### src/rtl/gate_sweep_ctrl.sv
// Sequencer that drives an AND-XOR gate through one or all sixteen input vectors,
// waits a settle time per vector, and checks each response against (a&b)^(c&d).
module gate_sweep_ctrl #(
    parameter int SETTLE_CYCLES = 2,
    parameter int ERR_W         = 5
) (
    input  logic             clk_i,
    input  logic             rst_n_i,
    input  logic             start_i,
    input  logic             mode_i,
    input  logic [3:0]       vec_in_i,
    input  logic             gate_q_i,
    output logic             gate_a_o,
    output logic             gate_b_o,
    output logic             gate_c_o,
    output logic             gate_d_o,
    output logic             busy_o,
    output logic             done_o,
    output logic             pass_o,
    output logic [ERR_W-1:0] err_count_o,
    output logic [3:0]       first_fail_vec_o,
    output logic             first_fail_valid_o
);

    localparam int CNT_W = (SETTLE_CYCLES < 2) ? 1 : $clog2(SETTLE_CYCLES + 1);
    localparam logic [CNT_W-1:0] SETTLE_LOAD = CNT_W'(SETTLE_CYCLES);

    typedef enum logic [1:0] {
        IDLE,
        SETTLE,
        SAMPLE,
        DONE
    } state_t;

    state_t           state_q, state_d;
    logic [3:0]       vec_q, vec_d;
    logic             mode_q, mode_d;
    logic [CNT_W-1:0] settleCnt_q, settleCnt_d;
    logic [3:0]       drive_q, drive_d;
    logic [ERR_W-1:0] errCount_q, errCount_d;
    logic             pass_q, pass_d;
    logic [3:0]       failVec_q, failVec_d;
    logic             failValid_q, failValid_d;

    logic expected;
    logic mismatch;

    assign expected = (vec_q[3] & vec_q[2]) ^ (vec_q[1] & vec_q[0]);
    assign mismatch = (gate_q_i != expected);

    always_ff @(posedge clk_i or negedge rst_n_i) begin
        if (!rst_n_i) begin
            state_q     <= IDLE;
            vec_q       <= '0;
            mode_q      <= 1'b0;
            settleCnt_q <= '0;
            drive_q     <= '0;
            errCount_q  <= '0;
            pass_q      <= 1'b0;
            failVec_q   <= '0;
            failValid_q <= 1'b0;
        end else begin
            state_q     <= state_d;
            vec_q       <= vec_d;
            mode_q      <= mode_d;
            settleCnt_q <= settleCnt_d;
            drive_q     <= drive_d;
            errCount_q  <= errCount_d;
            pass_q      <= pass_d;
            failVec_q   <= failVec_d;
            failValid_q <= failValid_d;
        end
    end

    // drive_d mirrors the vector that will be live next cycle, so the gate inputs
    // come straight from a flop and are zero outside SETTLE/SAMPLE.
    always_comb begin
        state_d     = state_q;
        vec_d       = vec_q;
        mode_d      = mode_q;
        settleCnt_d = settleCnt_q;
        drive_d     = drive_q;
        errCount_d  = errCount_q;
        pass_d      = pass_q;
        failVec_d   = failVec_q;
        failValid_d = failValid_q;

        case (state_q)
            IDLE: begin
                if (start_i) begin
                    vec_d       = mode_i ? vec_in_i : 4'h0;
                    mode_d      = mode_i;
                    errCount_d  = '0;
                    pass_d      = 1'b0;
                    failValid_d = 1'b0;
                    settleCnt_d = SETTLE_LOAD;
                    drive_d     = mode_i ? vec_in_i : 4'h0;
                    state_d     = SETTLE;
                end
            end
            SETTLE: begin
                if (settleCnt_q <= CNT_W'(1)) begin
                    state_d = SAMPLE;
                end else begin
                    settleCnt_d = settleCnt_q - CNT_W'(1);
                end
            end
            SAMPLE: begin
                if (mismatch) begin
                    if (errCount_q != {ERR_W{1'b1}}) begin
                        errCount_d = errCount_q + ERR_W'(1);
                    end
                    if (!failValid_q) begin
                        failVec_d   = vec_q;
                        failValid_d = 1'b1;
                    end
                end
                if (mode_q || (vec_q == 4'hF)) begin
                    drive_d = '0;
                    state_d = DONE;
                end else begin
                    vec_d       = vec_q + 4'd1;
                    drive_d     = vec_q + 4'd1;
                    settleCnt_d = SETTLE_LOAD;
                    state_d     = SETTLE;
                end
            end
            DONE: begin
                pass_d  = (errCount_q == '0);
                state_d = IDLE;
            end
            default: begin
                state_d = IDLE;
            end
        endcase
    end

    assign gate_a_o           = drive_q[3];
    assign gate_b_o           = drive_q[2];
    assign gate_c_o           = drive_q[1];
    assign gate_d_o           = drive_q[0];
    assign busy_o             = (state_q != IDLE);
    assign done_o             = (state_q == DONE);
    assign pass_o             = pass_q;
    assign err_count_o        = errCount_q;
    assign first_fail_vec_o   = failVec_q;
    assign first_fail_valid_o = failValid_q;

endmodule

### config.mk
export PLATFORM = sky130hd
export DESIGN_NAME = gate_sweep_ctrl
export DESIGN_NICKNAME = d
export VERILOG_FILES = /design/src/rtl/gate_sweep_ctrl.sv
export SDC_FILE = /design/constraint.sdc
export NUM_CORES = 1
export LEC_CHECK = 0
export ABC_AREA = 1
export CORE_MARGIN = 5
export CORE_UTILIZATION = 45
export CTS_CLUSTER_SIZE = 12
export DETAILED_ROUTE_END_ITERATION = 10
export PLACE_DENSITY = 0.75
export SLEW_MARGIN = 20
export SYNTH_ARGS = -nofsm -noshare
export SYNTH_HDL_FRONTEND = slang
export SYNTH_SLANG_ARGS = --single-unit
export TNS_END_PERCENT = 50
### constraint.sdc
create_clock -name clk_i -period 1.65 [get_ports clk_i]
set_input_delay 0.33 -clock clk_i [delete_from_list [all_inputs] [get_ports clk_i]]
set_output_delay 0.33 -clock clk_i [all_outputs]
set_load 0.005 [all_outputs]
== Word level (Yosys, flattened, before mapping) ==
Cells that the tools add are included.

* Equality and inequality tests: 12
* Order comparisons: 1
* $add $sub $neg: 3
* Muxes and demuxes: 22
* Reduce and logical (&&, ||, !) cells: 16
* Bitwise logic cells: 4

{| class="wikitable"
|+ Operator list
! operator !! number
|-
| 4-bit 2-to-1 mux || 4
|-
| 4-bit case mux with 2 select lines || 2
|-
| 5-bit 2-to-1 mux || 3
|-
| 2-bit 2-to-1 mux || 6
|-
| 2-bit inequality test (second input constant) || 6
|-
| 5-bit case mux with 2 select lines || 1
|-
| 3-bit AND reduction || 3
|-
| 2-bit case mux with 4 select lines || 1
|-
| 2-bit AND reduction || 4
|-
| 4-bit AND reduction || 2
|-
| 2-bit case mux with 3 select lines || 1
|-
| 2-bit nonzero test || 3
|-
| 5-bit by 1-bit adder with 5-bit output (second input constant) || 1
|-
| 5-bit zero test || 1
|-
| 5-bit inequality test (second input constant) || 1
|-
| 4-bit by 1-bit adder with 4-bit output (second input constant) || 1
|-
| 2-bit equality test (second input constant) || 2
|-
| 4-bit equality test (second input constant) || 1
|-
| 1-bit case mux with 2 select lines || 2
|-
| 3-bit nonzero test || 1
|-
| 1-bit AND || 2
|-
| 2-bit by 1-bit equality test with 1-bit output (second input constant) || 1
|-
| 2-bit by 1-bit <= comparator with 1-bit output (second input constant) || 1
|-
| 2-bit zero test || 1
|-
| 6 further kinds || 7
|}

* Output and inout bits: 17
* Flip-flop bits (word level): 24
* Bits of input ports: 9
* Logic and storage cells: 67

== Depth between registers and ports, before layout ==
Gate-level depths: netlist of the first run.

* Word-level depth: 5
* Depth in mapped cells: 11

== Worst setup path after synthesis of the first run ==
OpenSTA, ideal clock, no wires.

* Path kind: register -> register
* Start: register vec_q[0]
* End: register failVec_q[2], in the netlist first_fail_vec_o[2]
* Path buffers: 0
* Period minus slack after synthesis: 1547 ps
* Data required time: 1533 ps
* Data arrival time: 1431 ps
* Stages on the path, launching flop included: 11
* Slack: 103 ps
* Path through: dfrtp_1 -> ha_1 -> ha_1 -> inv_1 -> nand2_1 -> nand2_1 -> nand2_1 -> inv_2 -> nand2_1 -> nand2_1 -> nand2_1

* Longest elaborated chain between the ends: 4

{| class="wikitable"
|+ RTL lines
! element !! line !! RTL
|-
| from (decl) || 36 || <nowiki>logic [3:0] vec_q, vec_d;</nowiki>
|-
| from (signal assigned) || 64 || <nowiki>vec_q <= vec_d;</nowiki>
|-
| 1-bit AND || 48 || <nowiki>assign expected = (vec_q[3] & vec_q[2]) ^ (vec_q[1] & vec_q[0]);</nowiki>
|-
| 1-bit XOR || 48 ||
|-
| 1-bit inequality test || 49 || <nowiki>assign mismatch = (gate_q_i != expected);</nowiki>
|-
| 3-bit AND reduction (no source line) || - ||
|-
| to (signal assigned) || 70 || <nowiki>failVec_q <= failVec_d;</nowiki>
|-
| to (decl) || 42 || <nowiki>logic [3:0] failVec_q, failVec_d;</nowiki>
|}

No other way between the ends.
A chain may end at the register's enable or synchronous reset.

== Worst setup path after layout of the first run ==
* Start: register state_q[0]
* End: output port done_o

* Longest elaborated chain between the ends: 1

{| class="wikitable"
|+ RTL lines
! element !! line !! RTL
|-
| from (decl) || 35 || <nowiki>state_t state_q, state_d;</nowiki>
|-
| from (signal assigned) || 63 || <nowiki>state_q <= state_d;</nowiki>
|-
| 2-bit equality test || 143 || <nowiki>assign done_o = (state_q == DONE);</nowiki>
|-
| to (decl) || 18 || <nowiki>output logic done_o,</nowiki>
|}

No other way between the ends.

==> results.toml, run 1 <==
[status]
status = "finished, final reports clean"

[sta]
final.setup.worst_slack_ns = 0.0393
max_slew_margin = 0.792
timing.hold.ws_ns = 0.347
fin_skew_ns = 0.00385
fin_crit_ns = 1.61
rsz0062_at_grt = "true"
tightest_slew_ns = 0.312
fmax_mhz = 621
setup_violations = 0
fin_crit_sh = 0.976
maxSlewViolCount = 0
hold_viol_final = 0

[clock_network]
root_buffer = "clkbuf_4"
path_clk_slew_ns = 0.13
clock_path_buffers = 2
cts_tree = "yes"
hold_buffers = 0
cts_buffers = 3
clock_latency_ns = 0.32
cts_sinks = 24
htreeDepth = 1

[synthesis]
synth-seq-cells = 24
synthMuxAreaShare = 0
seq_area_frac_synth = 0.483
syn_nets = 174
yosysWarnings = 0
synth_cell_types = 18
synth_top_area_frac = 0.483
synth-simple-area-share = 0.337
avgSynthCellArea_um2 = 7.82
synth_area_um2 = 1240
synth_compound_area_frac = 0.0423
synth.area.top_cells = "dfrtp_1, nand2_1, ha_1"
synth_top_family_by_area = "simple AND/OR/NAND/NOR gates"
synthAdderAreaFrac = 0.0604
synth_xor_area_frac = 0.0141
synth_area_leader_cell = "dfrtp_1"
synthCells = 159

[finish]
fin_nets = 218
diodes = 0
drive_gt1_frac = 0.184
final_util = 0.638
syn_to_final_growth_pct = 39.0

[worst_setup_path]
worstPathMaxFanout = 3
crit_arrival_ns = 1.28
worst-r2r-cell-count = 10
required_ns = 1.32
r2r_start = "vec_q[0]$_DFFE_PN0P_"
r2r_end = "first_fail_vec_o[0]$_DFFE_PN0P_"
ff2ff_setup_slack_ns = 0.12
cp-start-kind = "register"
end_kind = "output port"
critPathKind = "register to output port"

[global_route]
grt_overflow_total = 0
track_usage = 0.163
grt_pass1_vias = 1164
grt_max_degree = 25
antenna_found_initial = 0
grt_pass1_wl_um = 5280

[placement]
routabilityCongestion = 0.806
dp_slack_ns = 0.00655
detailed_place_hpwl_um = 2170
portBuffers = 25

[drt]
dr.pass1.iters = 4
drc_errors = 0
ant_nets = 0
wl_per_cell_um = 13.1
routed_wl_um = 3030
vias_per_cell = 5.04
dr.first_iter.drc_count = 62
num_vias = 1170

[floorplan]
die_w_um = 62.6
core_um2 = 2710
rows = 19
die_area_um2 = 3920
die_h_um = 62.6
start_util = 0.459
io_pins = 26

[power]
ir_worst_vdd_v = 0.000569
power_density_nw_per_um2 = 728
static-leakage-power_nw = 0.986

[run]
drv_cap = 0

[hold_path]
min_path_type = "primary input to async pin"
-- per-layer routing --
layer | vias up | global-route usage | share of wire
met1 | 548 | 0.203 | 0.43
met3 | 6 | 0.0360 | 0.051
li1 | 582 | - | -
met2 | 34 | 0.285 | 0.50
met5 | - | 0 | 0
met4 | 0 | 0.0398 | 0.018
-- synthesized netlist by cell type --
master    count
nand2_1      68
dfrtp_1      24
inv_1        17
nand3_1      12
nor2_1        7
o21ai_0       7
ha_1          6
inv_2         4
nand3_2       3
nand4_1       2
xnor2_1       2
a21oi_1       1
and3_1        1
nand3b_2      1
nor2_4        1
o21ai_1       1
o31ai_1       1
or2_0         1
-- kinds of logic after synthesis --
group,count (synthesis)
buf+inv,21
xor+xnor,2
simple gates,96
flops,24
fa+ha+maj,6
compound gates,10
-- worst max-delay path, stage by stage, from the launching register on --
cell,delay (ns)
dfrtp_2,0.43
buf_4,0.15
nand2_4,0.07
inv_1,0.05
dlygate4sd2_1,0.26
-- area by class of cell --
cell class,instances,area (µm²)
Fill cell,237,981
Multi-Input combinational cell,114,619
Sequential cell,24,604
Timing Repair Buffer,39,363
Inverter,21,81.3
Tap cell,31,38.8
Clock buffer,3,22.5
-- flip-flops by register name (all words and copies together) (netlist names) --
name                flops
settleCnt_q             2
vec_q                   4
state_q                 2
mode_q                  1
drive_q                 4
pass_o                  1
err_count_o             5
first_fail_vec_o        4
first_fail_valid_o      1
-- report_power, final --
part	leakage, nW	internal, W	switching [W]	total [W]
clock	0.0138	0.0000856	0.000173	0.000258
sequential	0.303	0.000640	0.0000520	0.000692
combinational	0.669	0.000165	0.000143	0.000308
-- per-stage QoR --
step	power [W]	TNS [ns]	instance area, µm²	cells
2_1_floorplan	0.000820	0	1240	159
3_3_place_gp	0.000974	0	1570	220
3_5_place_dp	0.000984	0	1570	220
4_1_cts	0.00125	0	1640	228
5_1_grt	0.00134	-0.0161	1730	232
6_report	0.00126	0	1730	232
-- what timing repair did --
| item | 4_1_cts | 5_1_grt |
|---|---|---|
| endpoints found under the hold margin | 0 | 0 |
| endpoints found under the setup margin | 4 | 15 |
| setup buffers | 5 | 4 |
| pin swaps | 0 | 1 |
| gates resized for setup | 7 | 15 |
-- placed cells by master (no fill, tap or decap), types with 2 or more instances in the layout --
cell	Yosys	final
buf_4	0	14
clkbuf_4	0	3
clkdlybuf4s50_1	0	19
dfrtp_1	24	21
dfrtp_2	0	3
dlygate4sd2_1	0	2
dlymetal6s2s_1	0	4
ha_1	6	4
ha_4	0	2
inv_1	17	16
inv_2	4	4
nand2_1	68	63
nand2_2	0	3
nand2_4	0	2
nand3_1	12	12
nand3_2	3	2
nand4_1	2	2
nor2_1	7	7
o21ai_0	7	7
xnor2_1	2	2
-- worst max path at each step --
stage,from,endpoint,slack (ns),depth (start not counted)
after floorplan,vec_q[0]$_DFFE_PN0P_,first_fail_vec_o[2]$_DFFE_PN0P_,0.10,10
after global placement,vec_q[0]$_DFFE_PN0P_,first_fail_vec_o[0]$_DFFE_PN0P_,0.11,10
after detailed placement,vec_q[0]$_DFFE_PN0P_,first_fail_vec_o[3]$_DFFE_PN0P_,0.007,10
after CTS,err_count_o[4]$_DFFE_PN0P_,err_count_o[4],0.0007,1
after global routing,state_q[0]$_DFFE_PN0P_,done_o,-0.02,4
final,state_q[0]$_DFFE_PN0P_,done_o,0.04,4
Note: power is estimated with default switching activity, not from simulation.
==> run 2, diff against run 1 <==
ABC_CLOCK_PERIOD_IN_PS = 1650   (was default)
==> results of run 2 <==
Final layout, timing and power as in run 1 (identical DEF).
==> run 3, diff against run 2 <==
CORE_MARGIN = default   (was 5)
RECOVER_POWER = 25   (was default)
==> run 3 against run 2 <==
  * Hold slack improved by 0.15 ns
  * Die area fell by 24%
  * Sequential cell count did not move
  * Clock skew rose by 0.0062 ns
  * Fmax rose by 0.25%
  * Routed wire length fell by 1.3%
  * Critical path type unchanged
  * Largest cell class is now sequential cells
  * Largest power group unchanged
==> results.toml, run 3 (same netlist as run 1, synthesis figures left out) <==
[clock_network]
clock_latency_ns = 0.33
path_clk_slew_ns = 0.13
cts_tree = "yes"
cts_buffers = 3
htreeDepth = 1
cts_sinks = 24
root_buffer = "clkbuf_4"
clock_path_buffers = 2

[power]
p_total_w = 0.00128
switching_share = 0.296
p_clk_frac = 0.204
seq_power_share = 0.534
ir_worst_vdd_v = 0.000578
cell_internal_pwr_w = 0.000903
pwr-share-comb = 0.262
power_density_nw_per_um2 = 758
power_switching_w = 0.000379
static-leakage-power_nw = 0.944

[sta]
tightest_slew_ns = 0.608
fmax_mhz = 622
max_slew_margin = 0.595
setup_violations = 0
timing.hold.ws_ns = 0.493
fin_skew_ns = 0.0101
rsz0062_at_grt = "true"
fin_crit_sh = 0.974
fin_crit_ns = 1.61
maxSlewViolCount = 0
hold_viol_final = 0

[floorplan]
die_area_um2 = 2980
die_h_um = 54.6
io_pins = 26
core_um2 = 2540
start_util = 0.489
rows = 18
die_w_um = 54.6

[finish]
n_fill_cell = 220
multi_input_area_um2 = 589
final_common_cell = "nand2_1"
syn_to_final_growth_pct = 36.1
drive_gt1_frac = 0.179
final_cell_mix = "nand2_1, dfrtp_1, clkdlybuf4s50_1, inv_1, buf_4"
largest_reg_flops = 5
diodes = 0
fin_nets = 218
seqCellArea_um2 = 603

[drt]
num_vias = 1187
drc_errors = 0
dr.first_iter.drc_count = 35
ant_nets = 0
routed_wl_um = 2990
vias_per_cell = 5.14
dr.pass1.iters = 7
wl_per_cell_um = 13.0

[worst_setup_path]
cp-start-kind = "register"
path_buf_inv = 1
crit_family = "buffers and inverters"
crit_arrival_ns = 1.28
critPathKind = "register to output port"
required_ns = 1.32
cpPeakStageDelay_ns = 0.52
end_kind = "output port"
cp_cell_sequence = "clkdlybuf4s50_1"
worstPathMaxFanout = 4
cp_slowest_cell = "clkdlybuf4s50_1"

[global_route]
grt_max_degree = 25
grt_pass1_vias = 1071
grt_pass1_wl_um = 4660
track_usage = 0.225
grt_overflow_total = 0
antenna_found_initial = 0

[placement]
portBuffers = 25
routabilityCongestion = 0.810
detailed_place_hpwl_um = 2120

[run]
drv_cap = 0

[status]
status = "finished, final reports clean"

[hold_path]
min_path_type = "register to register"
[run 3: power groups by stage]
stage	Clock, W	Combinational [W]	Sequential (W)
after global placement	0	0.000286	0.000696
after global routing	0.000291	0.000375	0.000691
after floorplan	0	0.000121	0.000699
final	0.000262	0.000336	0.000685
after CTS	0.000268	0.000297	0.000690
after detailed placement	0	0.000294	0.000700
[run 3: path summary, 6_finish.rpt]
check,slack (ns),start,cells past startpoint,to
min reg2reg,0.49,drive_q[2]$_DFFE_PN0P_,2,drive_q[2]$_DFFE_PN0P_
max,0.04,err_count_o[0]$_DFFE_PN0P_,1,err_count_o[0]
max reg2reg,0.09,vec_q[0]$_DFFE_PN0P_,10,first_fail_vec_o[3]$_DFFE_PN0P_
min,0.49,drive_q[2]$_DFFE_PN0P_,2,drive_q[2]$_DFFE_PN0P_
min in group asynchronous,0.52,rst_n_i,2,vec_q[3]$_DFFE_PN0P_
max in group asynchronous,0.69,rst_n_i,2,state_q[0]$_DFFE_PN0P_
[run 3: layout make-up]
cell class	count	share of cell area
timing repair buffer	39	0.211
clock buffer	3	0.0133
tap	30	0.0222
multi-input combinational	114	0.348
sequential	24	0.356
inverter	21	0.0495
[run 3: layer usage]
metal / vias to the layer above / GRT usage / share of wire
met4: 0 / 0.111 / 0.029
met1: 550 / 0.272 / 0.44
li1: 585 / - / -
met3: 11 / 0.0278 / 0.043
met2: 41 / 0.392 / 0.49
met5: - / 0 / 0
[run 3: timing repair]
action,CTS,global route
setup buffers,3,5
hold buffers,0,0
endpoints found under the setup margin,4,24
gates resized for setup,7,15
pin swaps,0,1
[run 3: per-stage QoR]
step | util | cells | TNS, ns | area (µm²) | setup WS (ns)
after CTS | 0.639 | 226 | 0 | 1630 | 0.000469
after global placement | 0.619 | 220 | 0 | 1580 | 0.103
final | 0.665 | 231 | 0 | 1690 | 0.0433
after global routing | 0.665 | 231 | -0.0684 | 1690 | -0.0288
after floorplan | - | 159 | 0 | 1240 | 0.103
after detailed placement | 0.619 | 220 | 0 | 1580 | 0.0229
